$ cat config.mk
export PLATFORM = sky130hd
export DESIGN_NAME = led_scan_mux
export DESIGN_NICKNAME = d
export VERILOG_FILES = /design/src/rtl/led_pkg.sv /design/src/rtl/led_scan_tick.sv /design/src/rtl/led_scan_mux.sv
export SDC_FILE = /design/constraint.sdc
export NUM_CORES = 1
export LEC_CHECK = 0
export BUFFER_PORTS_ARGS = -buffer_cell sky130_fd_sc_hd__buf_2
export CORE_ASPECT_RATIO = 2
export CORE_UTILIZATION = 45
export DETAILED_ROUTE_END_ITERATION = 7
export GPL_TIMING_DRIVEN = 1
export SLEW_MARGIN = 20
export SYNTH_ARGS = -nofsm -noshare
export SYNTH_HDL_FRONTEND = slang
export SYNTH_SLANG_ARGS = --single-unit
$ cat constraint.sdc
create_clock -name clk_in -period 2.2 [get_ports clk_in]
set_input_delay 0.22 -clock clk_in [delete_from_list [all_inputs] [get_ports clk_in]]
set_output_delay 0.22 -clock clk_in [all_outputs]
set_load 0.03 [all_outputs]
$ cat src/rtl/led_pkg.sv
// Shared constants and helpers for the LED scan multiplexer and its formatting logic.
// Digit counts up to MAX_DIGITS are supported by the helper functions.
package led_pkg;

    localparam int          MAX_DIGITS     = 16;
    localparam logic [3:0]  LED_BLANK_CODE = 4'hF;

    // Values presented on the pins while in reset
    localparam logic        RST_DOT        = 1'b0;
    localparam logic        RST_FRAME_DONE = 1'b0;
    localparam logic [3:0]  RST_NIBBLE     = LED_BLANK_CODE;

    typedef logic [4*MAX_DIGITS-1:0] wide_data_t;
    typedef logic [MAX_DIGITS-1:0]   wide_sel_t;

    function automatic wide_sel_t onehot(input logic [3:0] idx, input int digits);
        wide_sel_t sel;
        sel = '0;
        if (int'(idx) < digits)
            sel[idx] = 1'b1;
        return sel;
    endfunction

    // Digit 0 lives in the most-significant nibble of a digits-wide word.
    function automatic logic [3:0] nibble(input wide_data_t data, input int digits,
                                          input logic [3:0] idx);
        wide_data_t shifted;
        shifted = data >> (4 * (digits - 1 - int'(idx)));
        return shifted[3:0];
    endfunction

endpackage

$ cat src/rtl/led_scan_tick.sv
// Slot prescaler for the LED scanner: counts SCAN_DIV cycles per digit slot,
// flags the last cycle of the slot and the lit window after the dead time.
module led_scan_tick #(
    parameter int SCAN_DIV     = 50000,
    parameter int BLANK_CYCLES = 1
) (
    input  logic clk,
    input  logic rst_n,
    output logic tick,
    output logic window
);

    localparam int CNT_W = $clog2(SCAN_DIV);

    logic [CNT_W-1:0] cnt;

    assign tick = (cnt == CNT_W'(SCAN_DIV - 1));

    // NOTE: sequential state uses non-blocking assignments so every register
    // samples pre-edge values regardless of statement order.
    always_ff @(posedge clk) begin
        if (!rst_n)
            cnt <= '0;
        else if (tick)
            cnt <= '0;
        else
            cnt <= cnt + 1'b1;
    end

    // A zero dead time would make the compare trivially true, so it is not built.
    generate
        if (BLANK_CYCLES == 0) begin : g_no_blank
            assign window = 1'b1;
        end else begin : g_blank
            assign window = (cnt >= CNT_W'(BLANK_CYCLES));
        end
    endgenerate

endmodule

$ cat src/rtl/led_scan_mux.sv
// Self-scanning digit/dot multiplexer with dead time and frame-synchronous shadow data.
// Optional leading-zero suppression is built when LED_SCAN_LZS_EN is defined.
module led_scan_mux
    import led_pkg::*;
#(
    parameter int DIGITS       = 4,
    parameter int SCAN_DIV     = 50000,
    parameter int BLANK_CYCLES = 1
) (
    input  logic                  clk_in,
    input  logic                  rst_n_in,
    input  logic                  enable_in,
    input  logic                  load_in,
    input  logic [4*DIGITS-1:0]   ledData_in,
    input  logic [DIGITS-1:0]     ledDot_in,
    output logic [DIGITS-1:0]     select_out,
    output logic [3:0]            ledDataSelected_out,
    output logic                  ledDotSelected_out,
    output logic                  frame_done_out
);

    localparam int IDX_W  = $clog2(DIGITS);
    localparam int DATA_W = 4 * DIGITS;

    generate
        if (DIGITS < 2 || DIGITS > MAX_DIGITS || SCAN_DIV < 2 ||
            BLANK_CYCLES < 0 || BLANK_CYCLES >= SCAN_DIV) begin : g_bad_params
            $error("led_scan_mux: illegal DIGITS/SCAN_DIV/BLANK_CYCLES combination");
        end
    endgenerate

    logic              tick;
    logic              window;
    logic              wrap;
    logic              visible;
    logic [IDX_W-1:0]  idx;
    logic [DATA_W-1:0] shadow_data;
    logic [DATA_W-1:0] pend_data;
    logic [DIGITS-1:0] shadow_dot;
    logic [DIGITS-1:0] pend_dot;
    logic              pend_v;
    logic [3:0]        raw_nibble;
    logic [3:0]        shown_nibble;
    logic [DIGITS-1:0] dot_shifted;
    wide_sel_t         sel_wide;

    led_scan_tick #(
        .SCAN_DIV     (SCAN_DIV),
        .BLANK_CYCLES (BLANK_CYCLES)
    ) u_tick (
        .clk    (clk_in),
        .rst_n  (rst_n_in),
        .tick   (tick),
        .window (window)
    );

    assign wrap    = tick && (idx == IDX_W'(DIGITS - 1));
    assign visible = enable_in && window;

    assign sel_wide    = onehot(4'(idx), DIGITS);
    assign raw_nibble  = nibble(wide_data_t'(shadow_data), DIGITS, 4'(idx));
    assign dot_shifted = shadow_dot >> (DIGITS - 1 - int'(idx));

`ifdef LED_SCAN_LZS_EN
    logic [DIGITS-1:0] lz_mask;
    logic              lead_zero;

    // NOTE: every variable driven here gets a default first so no path
    // through the block leaves it unassigned and a latch cannot be inferred.
    always_comb begin
        lz_mask   = '0;
        lead_zero = 1'b1;
        for (int i = 0; i < DIGITS - 1; i++) begin
            lead_zero  = lead_zero &&
                         (nibble(wide_data_t'(shadow_data), DIGITS, 4'(i)) == 4'h0);
            lz_mask[i] = lead_zero;
        end
    end

    assign shown_nibble = lz_mask[idx] ? LED_BLANK_CODE : raw_nibble;
`else
    assign shown_nibble = raw_nibble;
`endif

    // NOTE: the shadow and pending registers are reset along with the control
    // state so a display that comes out of reset shows zeros, not stale data.
    always_ff @(posedge clk_in) begin
        if (!rst_n_in) begin
            idx                 <= '0;
            shadow_data         <= '0;
            shadow_dot          <= '0;
            pend_data           <= '0;
            pend_dot            <= '0;
            pend_v              <= 1'b0;
            select_out          <= '0;
            ledDataSelected_out <= RST_NIBBLE;
            ledDotSelected_out  <= RST_DOT;
            frame_done_out      <= RST_FRAME_DONE;
        end else begin
            if (tick)
                idx <= wrap ? '0 : idx + 1'b1;

            // A load coinciding with the wrap goes straight to the shadow copy.
            if (wrap) begin
                if (load_in) begin
                    shadow_data <= ledData_in;
                    shadow_dot  <= ledDot_in;
                end else if (pend_v) begin
                    shadow_data <= pend_data;
                    shadow_dot  <= pend_dot;
                end
                pend_v <= 1'b0;
            end else if (load_in) begin
                pend_data <= ledData_in;
                pend_dot  <= ledDot_in;
                pend_v    <= 1'b1;
            end

            if (visible) begin
                select_out          <= sel_wide[DIGITS-1:0];
                ledDataSelected_out <= shown_nibble;
                ledDotSelected_out  <= dot_shifted[0];
            end else begin
                select_out          <= '0;
                ledDataSelected_out <= LED_BLANK_CODE;
                ledDotSelected_out  <= 1'b0;
            end

            frame_done_out <= wrap;
        end
    end

endmodule

# After elaboration in Yosys (flattened, before gate mapping)

Cells that the tools add are included.

Logic and storage cells: 39
Output and inout bits: 10
Register bits after elaboration: 69

Reduce and logical (&&, ||, !) cells: 9
Shift operators: 2
Multiplexer cells: 7
Bitwise logic cells: 2
Magnitude comparators: 3
Equal/unequal tests: 2
$add $sub $neg: 3

Operators with widths:

| kind                                                                                 | count |
|---|---|
| 16-bit 2-to-1 mux                                                                    | 2 |
| 16-bit by 32-bit right shift with 4-bit output                                       | 1 |
| 4-bit by 32-bit right shift with 1-bit output                                        | 1 |
| 16-bit by 1-bit adder with 16-bit output, second input constant                      | 1 |
| 16-bit equality test, second input constant                                          | 1 |
| 16-bit by 1-bit greater-or-equal comparator with 1-bit output, second input constant | 1 |
| 4-bit 2-to-1 mux                                                                     | 2 |
| 2-bit AND reduction                                                                  | 3 |
| 2-bit by 5-bit < comparator with 1-bit output, second input constant                 | 1 |
| 2-bit OR reduction                                                                   | 2 |
| 1-bit logical AND                                                                    | 3 |
| 2-bit by 2-bit subtractor with 3-bit output, first input constant                    | 1 |
| 2-bit by 1-bit adder with 2-bit output, second input constant                        | 1 |
| 1-bit demux with 2-bit select                                                        | 1 |
| 2-bit equality test, second input constant                                           | 1 |
| 2-bit by 1-bit greater-or-equal comparator with 1-bit output, second input constant  | 1 |
| 2-bit 2-to-1 mux                                                                     | 1 |
| 1-bit inverter                                                                       | 2 |
| 2-bit nonzero test                                                                   | 1 |
| 1-bit 2-to-1 mux                                                                     | 1 |

# Longest topological paths before layout

Gate-level depths: netlist (run 1).

Depth in word-level cells: 4
Gate-level depth with buffers: 7

# Modules after synthesis

A second synthesis (run 1) with hierarchy kept.

Cell total of the unflattened synthesis: 313
Area total of the unflattened synthesis: 3027.9 um^2

By module, submodules not included:

| module        | area each (um^2) | instances | cells an instance |
|---|---|---|---|
| led_scan_mux  | 2260.9           | 1         | 225 |
| led_scan_tick | 767.0            | 1         | 88 |

# Least setup slack after synthesis (run 1)

OpenSTA, ideal clock, no wires.

Path kind: reg-to-reg
From: reg u_tick.cnt[0]
To: reg shadow_data[0]
Setup time: 0.072 ns
Setup slack: 0.600 ns
Data required time: 2.128 ns
Arrival: 1.528 ns
Stages on the path, launching flop included: 8
Cells stage by stage: dfxtp_1 ha_1 and3_1 buf_2 nand3_1 nor3_2 buf_6 mux2i_1

Longest elaborated chain between the ends: 3

Ends and longest elaborated chain:

| element                       | RTL line            | text |
|---|---|---|
| start, declared               | led_scan_tick.sv:15 | `logic [CNT_W-1:0] cnt;` |
| start signal, assigned        | led_scan_tick.sv:27 | `cnt <= cnt + 1'b1;` |
| 16-bit equality test          | led_scan_tick.sv:17 | `assign tick = (cnt == CNT_W'(SCAN_DIV - 1));` |
| 1-bit logical AND             | led_scan_mux.sv:57  | `assign wrap = tick && (idx == IDX_W'(DIGITS - 1));` |
| 2-bit AND reduction (no line) | --                  |  |
| end signal, assigned          | led_scan_mux.sv:106 | `shadow_data <= ledData_in;` |
| end signal, assigned          | led_scan_mux.sv:109 | `shadow_data <= pend_data;` |
| end, declared                 | led_scan_mux.sv:37  | `logic [DATA_W-1:0] shadow_data;` |

No other way between the ends.
A chain may end at the register's enable or synchronous reset.

# Worst setup path after layout (run 1)

From: reg u_tick.cnt[12]
To: reg shadow_data[8]

The elaborated chain is that of the path after synthesis.

==> summary.txt, run 1 <==
Detailed routing
  – DR WL/cell: between 10 and 15 um
  – Total number of vias: approximately 2300
  – Drt first-iter violations: 76
  – Post-DR vias/cell: 4.93
  – Final wirelength: 6230 um
  – Post-route ant nets: 0
  – Drt first pass iters: 4
  – Drt drc: 0

Logic synthesis
  – Post-synth top flop: dfxtp_1
  – Post-Synth Simple-Gate Area: 0.206
  – Syn. warnings: 0
  – EDFF count, synth: 0
  – Post-Syn Area: around 0.0032 sq mm
  – Main combinational cell family by area after synthesis: multiplexers
  – Synthesized netlist net count: 369
  – Seq cells post-synth: between 60 and 70
  – Synth Area in Adders: 0.0275
  – Synth Area in Compound Gates: 0.0208
  – Post-synth ARST share: 0
  – Synth Area in XOR/XNOR: 0.0329
  – Avg Cell Area, Syn: 9.44 sq um
  – Seq/Total Area, Yosys: 0.433
  – Post-synth cell types: 35
  – Mux cell area share after synthesis: 0.231
  – Syn Inst Count: between 300 and 400

Floorplan
  – I/O pin count: 34
  – Total core area: just under 0.007 sq mm
  – Die area: about 0.0075 sq mm
  – Starting Density: 0.463
  – Die Wd: around 62 um
  – Height of the die: 121 um
  – Placement Rows: 43

Clock network
  – Hold-fix buffers at CTS: 0
  – Clock Tree Buf Depth: 2
  – Skew-Pair Late Insertion Delay: between 0.3 and 0.4 ns
  – Root cell of the clock tree: clkbuf_16
  – CTS HTree Levels: 3
  – TritonCTS buffer count: 9
  – Post-CTS sizing: 0
  – Reg clk slew, reported paths: about 0.050 ns
  – Post CTS Setup Buffer Count: 0
  – CTS tree: yes
  – Sink Count: 69

Place
  – # port buffers: 33
  – Dpl hpwl: around 4300 um
  – Placed Area: roughly 0.0034 sq mm
  – Gpl congestion: 0.813

Critical path
  – Critical Path Source Type: flip-flop
  – Critical-path cell list: nor4_4, nand4_4, nor3_4, buf_4, mux2i_1
  – WP data required: ~2.5 ns
  – Slowest stage delay, CP: around 0.40 ns
  – CP Buf/Inv Count: 1
  – Top delay family on crit path: simple AND/OR/NAND/NOR gates
  – RR Startpoint: u_tick.cnt[12]$_SDFF_PP0_
  – CP max FO: 20
  – Critical-path top delay cell: nor4_4
  – Reg2reg path depth: 5
  – Crit end category: flip-flop
  – R2r endpoint: shadow_data[8]$_SDFFE_PN0P_
  – Critical path class: flip-flop to flip-flop
  – CP Launch Point: u_tick.cnt[12]$_SDFF_PP0_
  – Worst EP arrival: around 2.1 ns
  – End of the critical path: shadow_data[8]$_SDFFE_PN0P_
  – CP Depth: 5
  – Reg2reg setup slack: ~0.35 ns

Timing
  – Min Clock Period, post-route: 1.85 ns
  – Skew final: 0.00539 ns
  – Fmax: about 540 MHz
  – Fin crit share: 0.841
  – Worst-Margin Slew: 0.577 ns
  – Relative max-transition margin: 0.613
  – # setup viols final: 0
  – Final Hold Fails: 0
  – Total negative slack: 0 ns
  – Hold WS: around 0.15 ns
  – RSZ-0062 raised after global routing: false
  – Final Max Slew Viols: 0

Global route
  – First-pass GRT wire length: about 10000 um
  – Vias in the first global route: 2249
  – GRT Total Usage: 0.188
  – Antenna violations before repair: 0
  – Largest net degree at the start of global routing: between 80 and 90
  – Grt ovf: 0

Cells and area
  – Most frequent cells in the layout: nand2_1 (85), dfxtp_1 (69), mux2i_1 (40)
  – Commonest non-fill, non-tap cell in the layout: nand2_1
  – Ant. Diodes: 0
  – Final nets: about 400
  – Share of layout cells above drive strength 1: 0.237
  – Post-route cell area: between 0.003 and 0.004 sq mm
  – P&R area growth vs syn: 19.1%

Run
  – MaxCap Viol Count: 0

Worst hold path
  – Worst min path class: input port to flip-flop
  – Worst Min Path Start: ledData_in[10]

Power and ir drop
  – Pwr Density: about 850 mW/mm^2
  – VDD IR max: approximately 390 uV
  – Total power: between 3000 and 4000 uW
  – Leakage: 0.00154 uW

Outcome
  – Status: completed
## report_power, final
part / switching, uW / total (uW) / internal [uW]
registers: 17.8 / 1300 / 1290
logic: 111 / 205 / 93.4
clock network: 507 / 1710 / 1200
total: 636 / 3220 / 2580
## final cells by class
class / count / area, sq um
Multi-Input combinational cell: 237 / 1660
Inverter: 12 / 45.0
Clock inverter: 3 / 90.1
Sequential cell: 69 / 1380
Clock buffer: 13 / 270
Fill cell: 660 / 3090
Timing Repair Buffer: 41 / 238
Tap cell: 90 / 113
## Yosys cell counts (3+ instances only)
cell      instances  area (sq um)
nand4_1           5          31.3
a21oi_1           4          20.0
mux2i_1          40           400
and4_1            5          43.8
mux2_2           20           225
nor2_1           22          82.6
nand3_1           8          40.0
xor2_1           10          87.6
nand2_1          85           319
buf_6             4          45.0
mux4_2            5           113
ha_1              7          87.6
buf_2             3          15.0
or2_2             4          25.0
clkbuf_1         11          41.3
dfxtp_1          69          1380
inv_1            12          45.0
o21ai_0           3          15.0
## kinds of logic (layout without fill, tap and decap cells)
group           count (synthesis)  after routing
fa+ha+maj                       7              7
xor+xnor                       12             12
buf+inv                        32             69
mux                            65             65
simple gates                  142            142
flops                          69             69
compound gates                 11             11
## worst reg2reg max path, stage by stage, from the launching register on
cell and delay [ns]:
dfxtp_1 0.36, nor4_4 0.40, nand4_4 0.22, nor3_4 0.21, buf_4 0.35, mux2i_1 0.25
## per-stage QoR
step                      worst slack [ns]  utilization  cells
after floorplan                      0.600            -    338
after global placement               0.388        0.499    449
after detailed placement             0.363        0.499    449
after CTS                            0.326        0.552    465
after global routing                 0.168        0.552    465
final                                0.351        0.552    465
## how the worst min path moves through the flow
| stage | endpoint | cells after the start |
|---|---|---|
| floorplan | pend_data[0]$_SDFFE_PN0P_ | 2 |
| global placement | pend_data[12]$_SDFFE_PN0P_ | 2 |
| detailed placement | shadow_dot[0]$_SDFFE_PN0P_ | 2 |
| CTS | pend_data[5]$_SDFFE_PN0P_ | 3 |
| global route | pend_data[15]$_SDFFE_PN0P_ | 3 |
| finish | pend_data[10]$_SDFFE_PN0P_ | 3 |
## routing by layer
layer,GRT usage,wire length [um],vias to the layer above,share of wire
li1,-,-,1197,-
met1,0.207,2670,1057,0.43
met2,0.323,3280,28,0.53
met3,0.0512,152,10,0.024
met4,0.0792,125,0,0.020
met5,0,0,-,0
## registers in the layout, indices dropped and copies added (netlist names), 2 cells and up
signal               flops
shadow_data             16
select_out               4
ledDataSelected_out      4
shadow_dot               4
pend_data               16
pend_dot                 4
idx                      2
u_tick.cnt              16
No activity file was read; power rests on OpenSTA's default activity.
==> run 2: changes to the inputs <==
--- a/config.mk
+++ b/config.mk
@@ -5,6 +5,7 @@
 export SDC_FILE = /design/constraint.sdc
 export NUM_CORES = 1
 export LEC_CHECK = 0
+export ABC_AREA = 1
 export BUFFER_PORTS_ARGS = -buffer_cell sky130_fd_sc_hd__buf_2
 export CORE_ASPECT_RATIO = 2
 export CORE_UTILIZATION = 45
==> constraint.sdc (replaced) <==
create_clock -name clk_in -period 1.9 [get_ports clk_in]
set_input_delay 0.19 -clock clk_in [delete_from_list [all_inputs] [get_ports clk_in]]
set_output_delay 0.19 -clock clk_in [all_outputs]
set_load 0.03 [all_outputs]
==> summary.txt, run 2 <==
Detailed routing
  – Metal-1 WL: 2920 um (was 2670 um)
  – Met3 WL post-DR: 207 um (was 152 um)
  – Metal2 WL: 3650 um (was 3280 um)
  – Drt first-iter violations: 148 (was 76)
  – Post-route ant nets: 0 (unchanged)
  – Drt first pass iters: 5 (was 4)
  – DR WL/cell: 11.8 um (was 13.4 um)
  – Drt drc: 0 (unchanged)
  – Final wirelength: 7120 um (was 6230 um)
  – Total number of vias: 2893 (was 2292)
  – Post-DR vias/cell: 4.80 (was 4.93)
  – DR top layer: met4 (unchanged)

Floorplan
  – Height of the die: 125 um (was 121 um)
  – Placement Rows: 44 (was 43)
  – Starting Density: 0.467 (was 0.463)
  – I/O pin count: 34 (unchanged)
  – Die Wd: 63.4 um (was 61.5 um)
  – Die area: 0.00791 sq mm (was 0.00745 sq mm)
  – Total core area: 0.00727 sq mm (was 0.00689 sq mm)

Cells and area
  – Most frequent cells in the layout: nor2_1 (95), nand2_1 (90), dfxtp_1 (69) (was nand2_1 (85), dfxtp_1 (69), mux2i_1 (40))
  – P&R area growth vs syn: 16.4% (was 19.1%)
  – Biggest regs: pend_data (16), shadow_data (16), u_tick.cnt (16) (unchanged)
  – Share of layout cells above drive strength 1: 0.170 (was 0.237)
  – Final nets: 537 (was 401)
  – Ant. Diodes: 0 (unchanged)
  – Commonest non-fill, non-tap cell in the layout: nor2_1 (was nand2_1)

Timing
  – Fmax: 620 MHz (was 541 MHz)
  – RSZ-0062 raised after global routing: false (unchanged)
  – Worst-Margin Slew: 0.443 ns (was 0.577 ns)
  – Final Max Slew Viols: 0 (unchanged)
  – Min Clock Period, post-route: 1.61 ns (was 1.85 ns)
  – Relative max-transition margin: 0.705 (was 0.613)
  – Skew final: 0.00426 ns (was 0.00539 ns)
  – Final Hold Fails: 0 (unchanged)
  – # setup viols final: 0 (unchanged)
  – Fin crit share: 0.849 (was 0.841)
  – Setup slack after layout: 0.288 ns (was 0.351 ns)
  – Total negative slack: 0 ns (unchanged)

Critical path
  – Critical Path Source Type: flip-flop (unchanged)
  – Critical path class: flip-flop to flip-flop (unchanged)
  – Critical-path top delay cell: dfxtp_1 (was nor4_4)
  – Crit end category: flip-flop (unchanged)
  – Top delay family on crit path: simple AND/OR/NAND/NOR gates (unchanged)
  – Slowest stage delay, CP: 0.41 ns (was 0.40 ns)
  – Worst EP arrival: 1.81 ns (was 2.10 ns)
  – Reg2reg path depth: 8 (was 5)
  – Most frequent cell on the critical path: nand2_1
  – CP Depth: 8 (was 5)
  – Critical-path cell list: ha_1, nand2_1, nor2_1, nand2_1, nor2_1, nand2_1, nand2_1, a21oi_1 (was nor4_4, nand4_4, nor3_4, buf_4, mux2i_1)
  – CP Buf/Inv Count: 0 (was 1)
  – CP max FO: 5 (was 20)
  – WP data required: 2.10 ns (was 2.45 ns)

Logic synthesis
  – Yosys top cell area share: 0.407 (was 0.433)
  – Synth Area in XOR/XNOR: 0.0155 (was 0.0329)
  – Top cells by count, synth: nor2_1 (95), nand2_1 (90), dfxtp_1 (69), inv_1 (63), a21oi_1 (38) (was nand2_1 (85), dfxtp_1 (69), mux2i_1 (40), nor2_1 (22), mux2_2 (20))
  – Syn Inst Count: 475 (was 338)
  – Post-synth top flop: dfxtp_1 (unchanged)
  – Most numerous cell in the Yosys netlist: nor2_1 (was nand2_1)
  – Post-synth cell types: 28 (was 35)
  – Avg Cell Area, Syn: 7.14 sq um (was 9.44 sq um)
  – Seq/Total Area, Yosys: 0.407 (was 0.433)
  – Post-synth ARST share: 0 (unchanged)
  – Post-Synth Simple-Gate Area: 0.298 (was 0.206)
  – Area leader, netlist: dfxtp_1 (unchanged)
  – EDFF count, synth: 0 (unchanged)
  – Synth Area in Compound Gates: 0.0767 (was 0.0208)
  – Top cells by area, synth: dfxtp_1 (41%), nor2_1 (11%), nand2_1 (10%) (was dfxtp_1 (43%), mux2i_1 (13%), nand2_1 (10%))
  – Main combinational cell family by area after synthesis: simple AND/OR/NAND/NOR gates (was multiplexers)
  – Seq cells post-synth: 69 (unchanged)
  – Synthesized netlist net count: 506 (was 369)
  – Synth Area in Adders: 0.0258 (was 0.0275)
  – Syn. warnings: 0 (unchanged)
  – Mux cell area share after synthesis: 0.0664 (was 0.231)
  – Post-Syn Area: 0.00339 sq mm (was 0.00319 sq mm)

Clock network
  – Hold-fix buffers at CTS: 0 (unchanged)
  – Skew-Pair Late Insertion Delay: 0.33 ns (was 0.32 ns)
  – Root cell of the clock tree: clkbuf_16 (unchanged)
  – CTS tree: yes (unchanged)
  – Reg clk slew, reported paths: 0.06 ns (was 0.05 ns)
  – Sink Count: 69 (unchanged)
  – Clock Tree Buf Depth: 2 (unchanged)
  – Post CTS Setup Buffer Count: 0 (unchanged)
  – TritonCTS buffer count: 9 (unchanged)
  – CTS HTree Levels: 3 (unchanged)
  – Post-CTS sizing: 0 (unchanged)

Place
  – Pre-CTS setup slack: 0.328 ns (was 0.363 ns)
  – Dpl hpwl: 5110 um (was 4310 um)
  – Gpl congestion: 0.836 (was 0.813)
  – # port buffers: 33 (unchanged)

Global route
  – Antenna violations before repair: 0 (unchanged)
  – First-pass GRT wire length: 12500 um (was 10100 um)
  – Grt ovf: 0 (unchanged)
  – Vias in the first global route: 2871 (was 2249)
  – GRT Total Usage: 0.202 (was 0.188)
  – Largest net degree at the start of global routing: 43 (was 81)

Outcome
  – Status: completed (unchanged)

Power and ir drop
  – Pwr Density: 904 mW/mm^2 (was 847 mW/mm^2)
  – VDD IR max: 532 uV (was 393 uV)
  – Leakage: 0.00188 uW (was 0.00154 uW)

Worst hold path
  – Worst min path class: input port to flip-flop (unchanged)
  – WHS Path Cells: 3 (unchanged)

Run
  – MaxCap Viol Count: 0 (unchanged)
-- run 2: cell types whose count changed after synthesis, sizes merged, moves of 4 or more --
cell,change
mux4,-5
xor2,-5
clkbuf,-4
nor2,+75
a21oi,+34
and4,-5
mux2i,-40
inv,+51
nand2,+7
nand3,+19
nand4,+4
o21ai,+10
buf,+7
-- run 2: metal layers --
| metal | vias up | GRT usage |
|---|---|---|
| met5 | - | 0 |
| met4 | 0 | 0.122 |
| met3 | 23 | 0.0549 |
| met2 | 67 | 0.355 |
| met1 | 1261 | 0.205 |
| li1 | 1542 | - |
-- run 2: power breakdown --
part           total, uW  switching [uW]  internal [uW]
clock network       1810             596           1220
logic                245             138            107
registers           1520            23.0           1490
total               3570             756           2810
-- run 2: final timing paths --
path | startpoint | end | slack (ns)
setup / recovery | u_tick.cnt[0]$_SDFF_PP0_ | u_tick.cnt[12]$_SDFF_PP0_ | 0.29
hold / removal | rst_n_in | idx[1]$_SDFFE_PN0P_ | 0.17
setup reg to reg | u_tick.cnt[0]$_SDFF_PP0_ | u_tick.cnt[12]$_SDFF_PP0_ | 0.29
hold reg to reg | u_tick.cnt[15]$_SDFF_PP0_ | u_tick.cnt[15]$_SDFF_PP0_ | 0.47
-- run 2: area by class of cell --
cell class / instances / area, sq um
Clock buffer: 12 / 256
Clock inverter: 4 / 70.1
Fill cell: 756 / 3320
Inverter: 64 / 240
Multi-Input combinational cell: 319 / 1640
Sequential cell: 69 / 1380
Tap cell: 92 / 115
Timing Repair Buffer: 43 / 253
-- run 2: tightest hold or removal path, stage by stage --
cell and delay (ns):
buf_2 0.14, o21ai_0 0.08, a21oi_1 0.04
-- run 2: kinds of logic after synthesis --
kind of cell | count (synthesis)
AOI/OAI and AO/OA | 52
xor gates and xnor gates | 6
adders and majority gates | 7
buffers and inverters | 87
DFF | 69
muxes | 20
and+or+nand+nor | 234
-- run 2: through the flow --
stage                util  instances  power, uW  hold slack, ns  cell area, sq um
floorplan               -        475       1720           0.407              3390
finish              0.544        603       3570           0.166              3950
CTS                 0.544        603       3620           0.149              3950
global placement    0.499        587       1780           0.449              3620
global route        0.544        603       3710           0.189              3950
detailed placement  0.499        587       1790           0.465              3620
